### config.mk
export PLATFORM = sky130hd
export DESIGN_NAME = kcpe_scheduler
export DESIGN_NICKNAME = d
export VERILOG_FILES = /design/src/rtl/kcpe_scheduler.sv
export SDC_FILE = /design/constraint.sdc
export NUM_CORES = 1
export LEC_CHECK = 0
export ABC_AREA = 1
export CORE_UTILIZATION = 49
export DETAILED_ROUTE_END_ITERATION = 8
export PLACE_DENSITY = 0.79
export SETUP_SLACK_MARGIN = 0.3
export SYNTH_ARGS = -nofsm -noshare
export SYNTH_HDL_FRONTEND = slang
export SYNTH_SLANG_ARGS = --single-unit
### constraint.sdc
create_clock -name clk -period 7.7 [get_ports clk]
set_input_delay 1.155 -clock clk [delete_from_list [all_inputs] [get_ports clk]]
set_output_delay 1.155 -clock clk [all_outputs]
set_load 0.02 [all_outputs]
### src/rtl/kcpe_scheduler.sv
// kcpe_scheduler
// Sequencing controller for the kernel-channel PE (NUM_CHANNEL x NUM_KERNEL MAC
// array). For every output pixel it walks all channel groups. For each group it
// fetches one data word and one weight word, presents them to the array together
// with the running psum, and captures the array result as the next group's psum.
// The finished pixel result goes to the output stage over a valid/ready handshake.
//
// Ports
//   clk, rst                       clock, synchronous active-high reset
//   i_start, i_num_cgrp, i_num_pix job start pulse and job dimensions
//   o_buf_rd, o_data_addr,
//   o_weight_addr                  buffer read request (data 1 cycle later)
//   i_buf_data, i_buf_weight       buffer read results
//   o_pe_data, o_pe_weight,
//   o_pe_psum, o_pe_val            registered array operands and strobe
//   i_pe_psum, i_pe_psum_val       array result and per-kernel valid
//   o_result, o_result_val,
//   i_result_rdy                   pixel result handshake
//   o_busy, o_done, o_err          status: busy level, done pulse, sticky errors
//
// o_err bits: [0] array timeout, [1] partial psum valid, [2] start while busy,
//             [3] zero-sized job. All other bits read as zero.
module kcpe_scheduler #(
    parameter int BIT_WIDTH   = 8,
    parameter int NUM_CHANNEL = 3,
    parameter int NUM_KERNEL  = 4,
    parameter int CGRP_WIDTH  = 8,
    parameter int PIX_WIDTH   = 16,
    parameter int ADDR_WIDTH  = 16,
    parameter int TIMEOUT     = 64,
    parameter int REG_WIDTH   = 32
) (
    input  logic                                     clk,
    input  logic                                     rst,
    input  logic                                     i_start,
    input  logic [CGRP_WIDTH-1:0]                    i_num_cgrp,
    input  logic [PIX_WIDTH-1:0]                     i_num_pix,
    output logic                                     o_buf_rd,
    output logic [ADDR_WIDTH-1:0]                    o_data_addr,
    output logic [ADDR_WIDTH-1:0]                    o_weight_addr,
    input  logic [BIT_WIDTH*NUM_CHANNEL-1:0]            i_buf_data,
    input  logic [BIT_WIDTH*NUM_KERNEL*NUM_CHANNEL-1:0] i_buf_weight,
    output logic [BIT_WIDTH*NUM_CHANNEL-1:0]            o_pe_data,
    output logic [BIT_WIDTH*NUM_KERNEL*NUM_CHANNEL-1:0] o_pe_weight,
    output logic [BIT_WIDTH*NUM_KERNEL-1:0]          o_pe_psum,
    output logic                                     o_pe_val,
    input  logic [BIT_WIDTH*NUM_KERNEL-1:0]          i_pe_psum,
    input  logic [NUM_KERNEL-1:0]                    i_pe_psum_val,
    output logic [BIT_WIDTH*NUM_KERNEL-1:0]          o_result,
    output logic                                     o_result_val,
    input  logic                                     i_result_rdy,
    output logic                                     o_busy,
    output logic                                     o_done,
    output logic [REG_WIDTH-1:0]                     o_err
);

    localparam int DATA_W = BIT_WIDTH * NUM_CHANNEL;
    localparam int WGT_W  = BIT_WIDTH * NUM_KERNEL * NUM_CHANNEL;
    localparam int PSUM_W = BIT_WIDTH * NUM_KERNEL;
    localparam int TCNT_W = $clog2(TIMEOUT + 1);
    localparam int ERR_W  = 4;

    localparam logic [CGRP_WIDTH-1:0] CGRP_ZERO = {CGRP_WIDTH{1'b0}};
    localparam logic [CGRP_WIDTH-1:0] CGRP_ONE  = {{(CGRP_WIDTH-1){1'b0}}, 1'b1};
    localparam logic [PIX_WIDTH-1:0]  PIX_ZERO  = {PIX_WIDTH{1'b0}};
    localparam logic [PIX_WIDTH-1:0]  PIX_ONE   = {{(PIX_WIDTH-1){1'b0}}, 1'b1};
    localparam logic [PSUM_W-1:0]     PSUM_ZERO = {PSUM_W{1'b0}};
    localparam logic [NUM_KERNEL-1:0] VAL_ZERO  = {NUM_KERNEL{1'b0}};
    localparam logic [NUM_KERNEL-1:0] VAL_ONES  = {NUM_KERNEL{1'b1}};
    localparam logic [TCNT_W-1:0]     TCNT_ZERO = {TCNT_W{1'b0}};
    localparam logic [TCNT_W-1:0]     TCNT_ONE  = {{(TCNT_W-1){1'b0}}, 1'b1};
    localparam logic [TCNT_W-1:0]     TCNT_LAST = TCNT_W'(TIMEOUT - 1);

    typedef enum logic [2:0] {
        S_IDLE  = 3'd0,
        S_FETCH = 3'd1,
        S_CAPT  = 3'd2,
        S_WAIT  = 3'd3,
        S_OUT   = 3'd4,
        S_DONE  = 3'd5
    } state_t;

    state_t                  state_r, state_s;
    logic [CGRP_WIDTH-1:0]   num_cgrp_r, num_cgrp_s;
    logic [PIX_WIDTH-1:0]    num_pix_r, num_pix_s;
    logic [CGRP_WIDTH-1:0]   cgrp_r, cgrp_s;
    logic [PIX_WIDTH-1:0]    pix_r, pix_s;
    logic [PSUM_W-1:0]       psum_r, psum_s;
    logic [TCNT_W-1:0]       wait_cnt_r, wait_cnt_s;
    logic [ERR_W-1:0]        err_r, err_s;

    logic                    buf_rd_s;
    logic [ADDR_WIDTH-1:0]   data_addr_s, weight_addr_s;
    logic [DATA_W-1:0]       pe_data_s;
    logic [WGT_W-1:0]        pe_weight_s;
    logic [PSUM_W-1:0]       pe_psum_s;
    logic                    pe_val_s;
    logic [PSUM_W-1:0]       result_s;
    logic                    result_val_s;
    logic                    busy_s, done_s;
    logic                    psum_full_s, psum_part_s;

    assign o_err = {{(REG_WIDTH-ERR_W){1'b0}}, err_r};

    // Next-state, counter, operand and status logic; every output is the registered copy of a *_s value.
    always_comb begin
        state_s       = state_r;
        num_cgrp_s    = num_cgrp_r;
        num_pix_s     = num_pix_r;
        cgrp_s        = cgrp_r;
        pix_s         = pix_r;
        psum_s        = psum_r;
        wait_cnt_s    = wait_cnt_r;
        pe_data_s     = o_pe_data;
        pe_weight_s   = o_pe_weight;
        pe_psum_s     = o_pe_psum;
        pe_val_s      = 1'b0;
        result_s      = o_result;
        result_val_s  = o_result_val;
        buf_rd_s      = 1'b0;
        data_addr_s   = o_data_addr;
        weight_addr_s = o_weight_addr;

        psum_full_s = (i_pe_psum_val == VAL_ONES);
        psum_part_s = (i_pe_psum_val != VAL_ZERO) && (i_pe_psum_val != VAL_ONES);

        // Error updates that may occur in any state; an accepted start overrides them below.
        err_s    = err_r;
        err_s[1] = err_r[1] | ((state_r == S_WAIT) & psum_part_s);
        err_s[2] = err_r[2] | (i_start & (state_r != S_IDLE));

        case (state_r)
            S_IDLE: begin
                if (i_start) begin
                    num_cgrp_s = i_num_cgrp;
                    num_pix_s  = i_num_pix;
                    cgrp_s     = CGRP_ZERO;
                    pix_s      = PIX_ZERO;
                    psum_s     = PSUM_ZERO;
                    if ((i_num_cgrp == CGRP_ZERO) || (i_num_pix == PIX_ZERO)) begin
                        err_s   = 4'b1000;
                        state_s = S_DONE;
                    end else begin
                        err_s   = 4'b0000;
                        state_s = S_FETCH;
                    end
                end else begin
                    state_s = S_IDLE;
                end
            end
            S_FETCH: begin
                state_s = S_CAPT;
            end
            S_CAPT: begin
                // Buffer read data is valid this cycle; the first group starts from a zero psum.
                pe_data_s   = i_buf_data;
                pe_weight_s = i_buf_weight;
                pe_psum_s   = (cgrp_r == CGRP_ZERO) ? PSUM_ZERO : psum_r;
                pe_val_s    = 1'b1;
                wait_cnt_s  = TCNT_ZERO;
                state_s     = S_WAIT;
            end
            S_WAIT: begin
                if (psum_full_s) begin
                    psum_s = i_pe_psum;
                    if (cgrp_r < (num_cgrp_r - CGRP_ONE)) begin
                        cgrp_s  = cgrp_r + CGRP_ONE;
                        state_s = S_FETCH;
                    end else begin
                        result_s     = i_pe_psum;
                        result_val_s = 1'b1;
                        state_s      = S_OUT;
                    end
                end else if (wait_cnt_r == TCNT_LAST) begin
                    err_s[0] = 1'b1;
                    state_s  = S_DONE;
                end else begin
                    wait_cnt_s = wait_cnt_r + TCNT_ONE;
                end
            end
            S_OUT: begin
                if (o_result_val && i_result_rdy) begin
                    result_val_s = 1'b0;
                    if (pix_r < (num_pix_r - PIX_ONE)) begin
                        pix_s   = pix_r + PIX_ONE;
                        cgrp_s  = CGRP_ZERO;
                        state_s = S_FETCH;
                    end else begin
                        state_s = S_DONE;
                    end
                end else begin
                    state_s = S_OUT;
                end
            end
            S_DONE: begin
                state_s = S_IDLE;
            end
            default: begin
                state_s = S_IDLE;
            end
        endcase

        // The read strobe and addresses are registered on entry to FETCH so they are visible during FETCH.
        if (state_s == S_FETCH) begin
            buf_rd_s      = 1'b1;
            data_addr_s   = ADDR_WIDTH'(pix_s) * ADDR_WIDTH'(num_cgrp_s) + ADDR_WIDTH'(cgrp_s);
            weight_addr_s = ADDR_WIDTH'(cgrp_s);
        end else begin
            buf_rd_s = 1'b0;
        end

        busy_s = (state_s != S_IDLE);
        done_s = (state_s == S_DONE);
    end

    // State, counters and registered outputs.
    always_ff @(posedge clk) begin
        if (rst) begin
            state_r       <= S_IDLE;
            num_cgrp_r    <= CGRP_ZERO;
            num_pix_r     <= PIX_ZERO;
            cgrp_r        <= CGRP_ZERO;
            pix_r         <= PIX_ZERO;
            psum_r        <= PSUM_ZERO;
            wait_cnt_r    <= TCNT_ZERO;
            err_r         <= 4'b0000;
            o_buf_rd      <= 1'b0;
            o_data_addr   <= {ADDR_WIDTH{1'b0}};
            o_weight_addr <= {ADDR_WIDTH{1'b0}};
            o_pe_data     <= {DATA_W{1'b0}};
            o_pe_weight   <= {WGT_W{1'b0}};
            o_pe_psum     <= PSUM_ZERO;
            o_pe_val      <= 1'b0;
            o_result      <= PSUM_ZERO;
            o_result_val  <= 1'b0;
            o_busy        <= 1'b0;
            o_done        <= 1'b0;
        end else begin
            state_r       <= state_s;
            num_cgrp_r    <= num_cgrp_s;
            num_pix_r     <= num_pix_s;
            cgrp_r        <= cgrp_s;
            pix_r         <= pix_s;
            psum_r        <= psum_s;
            wait_cnt_r    <= wait_cnt_s;
            err_r         <= err_s;
            o_buf_rd      <= buf_rd_s;
            o_data_addr   <= data_addr_s;
            o_weight_addr <= weight_addr_s;
            o_pe_data     <= pe_data_s;
            o_pe_weight   <= pe_weight_s;
            o_pe_psum     <= pe_psum_s;
            o_pe_val      <= pe_val_s;
            o_result      <= result_s;
            o_result_val  <= result_val_s;
            o_busy        <= busy_s;
            o_done        <= done_s;
        end
    end

endmodule

# Word level (Yosys, flattened, before mapping)
# Cells that the tools add are included.
[op_classes]
add_sub_neg = 6
multipliers = 1
order_cmp = 2
n_eq_ne = 16
n_mux = 39
bitwise = 5
n_reduce_logical = 19
[ops]
columns = ["cell", "count"]
rows = [
  ["$mux W32", 3],
  ["$pmux W32 S2", 1],
  ["$mux W8", 7],
  ["$mux W16", 3],
  ["$pmux W16 S2", 1],
  ["$mux W3", 8],
  ["$pmux W8 S3", 1],
  ["$add A16 B1 Y16 const B", 1],
  ["$add A16 B8 Y16", 1],
  ["$logic_not A16 Y1", 1],
  ["$logic_not A8 Y1", 2],
  ["$lt A16 B16 Y1", 1],
  ["$mul A16 B8 Y16", 1],
  ["$sub A16 B1 Y16 const B", 1],
  ["$pmux W3 S5", 1],
  ["$mux W7", 2],
  ["$pmux W7 S2", 1],
  ["$ne A2 B2 Y1 const B", 6],
  ["$reduce_and A3 Y1", 3],
  ["$add A8 B1 Y8 const B", 1],
  ["$lt A8 B8 Y1", 1],
  ["$reduce_and A4 Y1", 2],
  ["$sub A8 B1 Y8 const B", 1],
  ["$add A7 B1 Y7 const B", 1],
  ["other kinds (21)", 37],
]
[word_totals]
register_bits = 307
input_bits = 184
output_inout_bits = 253
elab_cells = 109

# Longest topological paths before layout
[logic_depth]
word_depth = 7
depth_mapped = 46
depth_no_buf = 46

# Worst setup path after synthesis
# Ideal clock, no wire load.
[synth_timing]
path_kind = "reg2reg"
from = "register num_pix_r[2]"
to = "register o_data_addr[14]"
setup_ns = 0.120
arrival_time_ns = 6.728
setup_slack_ns = 0.852
stages_incl_launch_ff = 41
period_less_slack_ns = 6.848
cell_sequence = "dfxtp_1 -> nor2_1 -> nand2_1 -> nor3_1 -> nand3_1 -> nor2_1 -> nand2_1 -> nor3_1 -> xnor2_1 -> ha_1 -> a21oi_1 -> nand3_1 -> nor2_1 -> nand2_1 -> a21oi_4 -> inv_1 -> nor2_1 -> inv_1 -> (+5 left out) -> fa_1 -> inv_1 -> fa_1 -> inv_1 -> fa_1 -> fa_1 -> inv_1 -> ha_1 -> a21oi_1 -> o21bai_1 -> a21o_1 -> a21oi_1 -> o21ai_0 -> a21oi_1 -> nor2_1 -> nor2_1 -> xor2_1 -> a21oi_1"
[synth_between]
elab_chain_len = 7
elab_cells_between_ends = 14
[synth_lines]
columns = ["element", "line_no", "text"]
rows = [
  ["start: declaration", "85", "logic [PIX_WIDTH-1:0] num_pix_r, num_pix_s;"],
  ["start signal: assignment", "241", "num_pix_r <= num_pix_s;"],
  ["$sub A16 B1 Y16 (*)", "184", "if (pix_r < (num_pix_r - PIX_ONE)) begin"],
  ["$lt A16 B16 Y1 (*)", "184", ""],
  ["$mux W16", "184", ""],
  ["$mux W16", "182", "if (o_result_val && i_result_rdy) begin"],
  ["$pmux W16 S2", "132", "case (state_r)"],
  ["$mul A16 B8 Y16", "206", "data_addr_s = ADDR_WIDTH'(pix_s) * ADDR_WIDTH'(num_cgrp_s) + ADDR_WIDTH'(cgrp_s);"],
  ["$add A16 B8 Y16", "206", ""],
  ["end signal: assignment", "228", "o_data_addr <= {ADDR_WIDTH{1'b0}};"],
  ["end signal: assignment", "248", "o_data_addr <= data_addr_s;"],
  ["end: declaration", "39", "output logic [ADDR_WIDTH-1:0] o_data_addr,"],
]
# Every way passes the cells marked *; elsewhere a longest branch is shown, timed or not.
# A chain may end at the register's enable or synchronous reset.

# Worst setup path after layout
# Ends and elaborated chain as after synthesis.

==> flow_metrics.env <==
export IMPL_hold_viol_final=0
export IMPL_skew_ns=0.0165
export IMPL_pwr_density_cell_nw_per_um2=207
export IMPL_yosys_warnings=0
export IMPL_die_area_um2=33100
export IMPL_r2r_slack_ns=0.48
export IMPL_clock_path_buffers=3
export IMPL_setup_tns_final_ns=0
export IMPL_cpPeakStageDelay_ns=0.53
export IMPL_placedCellCount=2827
export IMPL_fp_row_count=65
export IMPL_finalMaxSlewViolations=0
export IMPL_fin_util=0.686
export IMPL_worst_pin_slew_ns=1.19
export IMPL_ys_async_sr_fraction=0
export IMPL_clkLatencyLatePin_ns=0.52
export IMPL_finalPower_w=0.00450
export IMPL_avgSynthCellArea_um2=7.56
export IMPL_groute_usage_overall=0.306
export IMPL_grt_pass1_vias=14720
export IMPL_setup_violations=0
export IMPL_ys_seq_area_frac=0.387
export IMPL_ioPinCount=437
export IMPL_fp_dieW_um=182
export IMPL_rsz0062_at_grt="yes"
export IMPL_crit_type="register to register"
export IMPL_slew_headroom=0.206
export IMPL_setup_slack_ns=0.477
export IMPL_clkSlewWorstSetupHoldPaths_ns=0.06
export IMPL_cp_data_arrival_time_ns=7.59
export IMPL_portBuffers=400
export IMPL_grt_antenna_before_repair=1
export IMPL_final_common_cell="nand2_1"
export IMPL_start_util=0.500
export IMPL_area_delta_synth_final_pct=37.1
export IMPL_dr_total_vias=15268
export IMPL_grt_max_degree=113
export IMPL_min_path_type="register to register"
export IMPL_fmax_ghz=0.138
export IMPL_first_iter_violations=961
export IMPL_fin_nets=2799
export IMPL_place_ws_ns=0.168
export IMPL_clock_sinks=307
export IMPL_final_cell_mix="540 x nand2_1, 399 x clkdlybuf4s50_1, 306 x dfxtp_1, 235 x inv_1, 190 x nand3_1"
export IMPL_drv_cap=0
export IMPL_cts_tree="built"
export IMPL_finalWeightedCongestion=0.942
export IMPL_drc=0
export IMPL_cp_max_fo=4
export IMPL_cts_root_buffer="clkbuf_16"
export IMPL_vias_per_cell=5.24
export IMPL_totalWireLength_um=52600
export IMPL_crit_path_end_kind="register"
export IMPL_hpwl_um=38600
export IMPL_cts_buffers=35
export IMPL_gr_total_overflow=0
export IMPL_synth_flop_cell="dfxtp_1"
export IMPL_ys_seq_elements=307
export IMPL_wl_per_cell_um=18.0
export IMPL_ir_drop_v=0.000171
export IMPL_cts_hold_buf=0
export IMPL_drive_gt1_frac=0.0963
export IMPL_leakage_nw=9.40
export IMPL_ant_nets=0
export IMPL_cp_required_ns=8.07
export IMPL_fin_crit_sh=0.938
export IMPL_synth_area_um2=15900
export IMPL_h_tree_depth=2
export IMPL_synthCells=2099
export IMPL_grt_pass1_wl_um=79800
export IMPL_fillCellCount=2555
export IMPL_fp_dieH_um=182
export IMPL_synth_edff_count=0
export IMPL_ys_types=55
export IMPL_coreArea_um2=31700
export IMPL_outcome="finished clean"
export IMPL_instances_no_fill=2916
export IMPL_slowest_stage="fa_1"
export IMPL_dr_pass1_iters=5
export IMPL_start_kind="register"
export IMPL_min_period_ns=7.22
-- path summary, 6_finish.rpt --
path,start,end,cells after the start
hold / removal,psum_r[25],psum_r[25],2
setup / recovery,num_pix_r[2],o_data_addr[14],42
hold reg to reg,psum_r[25],psum_r[25],2
setup reg to reg,num_pix_r[2],o_data_addr[14],42
-- power by group --
| group | switching, W | internal [W] |
|---|---|---|
| sequential | 0.0000793 | 0.00171 |
| combinational | 0.000650 | 0.000414 |
| clock | 0.000688 | 0.000959 |
| total | 0.00142 | 0.00308 |
-- kinds of logic after synthesis --
family,Yosys count,synth area share
buf+inv,397,0.105
simple gates,990,0.268
flops,307,0.387
fa+ha+maj,127,0.132
other cells,1,0.000236
compound gates,236,0.0839
xor+xnor,41,0.0226
-- final cells by class --
| class | instances | area (um2) | area share |
|---|---|---|---|
| Tap cell | 402 | 503 | 0.0231 |
| Clock buffer | 52 | 1060 | 0.0488 |
| Inverter | 273 | 1040 | 0.0479 |
| Timing Repair Buffer | 441 | 4340 | 0.200 |
| Antenna cell | 1 | 2.50 | 0.000115 |
| Sequential cell | 307 | 6150 | 0.283 |
| Clock inverter | 10 | 73.8 | 0.00339 |
| Multi-Input combinational cell | 1430 | 8580 | 0.394 |
-- critical path: cells and delay by family (launching register included) --
family / cells / cell delay (ns)
AO/OA/AOI/OAI: 10 / 1.54
XOR/XNOR: 2 / 0.26
adder cells (fa/ha/maj): 6 / 2.40
buffers and inverters: 6 / 0.39
flip-flops: 1 / 0.36
AND/OR/NAND/NOR: 18 / 2.13
-- stage by stage --
step	hold slack [ns]	instance area, um2
floorplan	0.440	16000
global placement	0.448	20000
detailed placement	0.452	20000
CTS	0.462	21100
global route	0.485	21800
finish	0.461	21800
-- layer usage --
metal,share of wire,global-route usage,vias to the layer above
li1,-,-,7327
met1,0.41,0.381,7254
met2,0.48,0.510,576
met3,0.085,0.0852,111
met4,0.032,0.0995,0
met5,0,0,-
-- flip-flops by register name, summed over array words and instances (netlist names), 8 cells and up, named ones only --
register       count
psum_r            32
o_result          32
o_pe_weight       96
o_data_addr       16
num_cgrp_r         8
o_pe_data         24
cgrp_r             8
o_weight_addr      8
pix_r             16
o_pe_psum         32
num_pix_r         16
-- cells in the mapped netlist (4+ instances only) --
master    number  area (um2)
a211oi_1       4        30.0
a21oi_1      120         601
buf_1          8        30.0
buf_2          5        25.0
buf_4         40         300
clkbuf_1      68         255
dfxtp_1      307        6150
fa_1          67        1340
ha_1          60         751
inv_1        252         946
inv_2         19        71.3
nand2_1      558        2090
nand3_1      193         966
nand4_1       29         181
nor2_1       148         556
nor2_4         7        78.8
nor3_1        21         105
nor4_1         9        56.3
o211ai_1       4        30.0
o21ai_0       77         385
o21ai_1        5        25.0
o21ai_4        6        97.6
o21bai_1       5        37.5
xnor2_1       10        87.6
xor2_1        31         272
-- what timing repair did --
| action | in CTS | in global routing |
|---|---|---|
| cloned | 0 | 0 |
| setup endpoints to repair | 3 | 6 |
| buffers inserted | 0 | 26 |
| pin swaps | 0 | 81 |
| gates resized for setup | 2 | 107 |
Note: power is estimated with default switching activity, not from simulation.
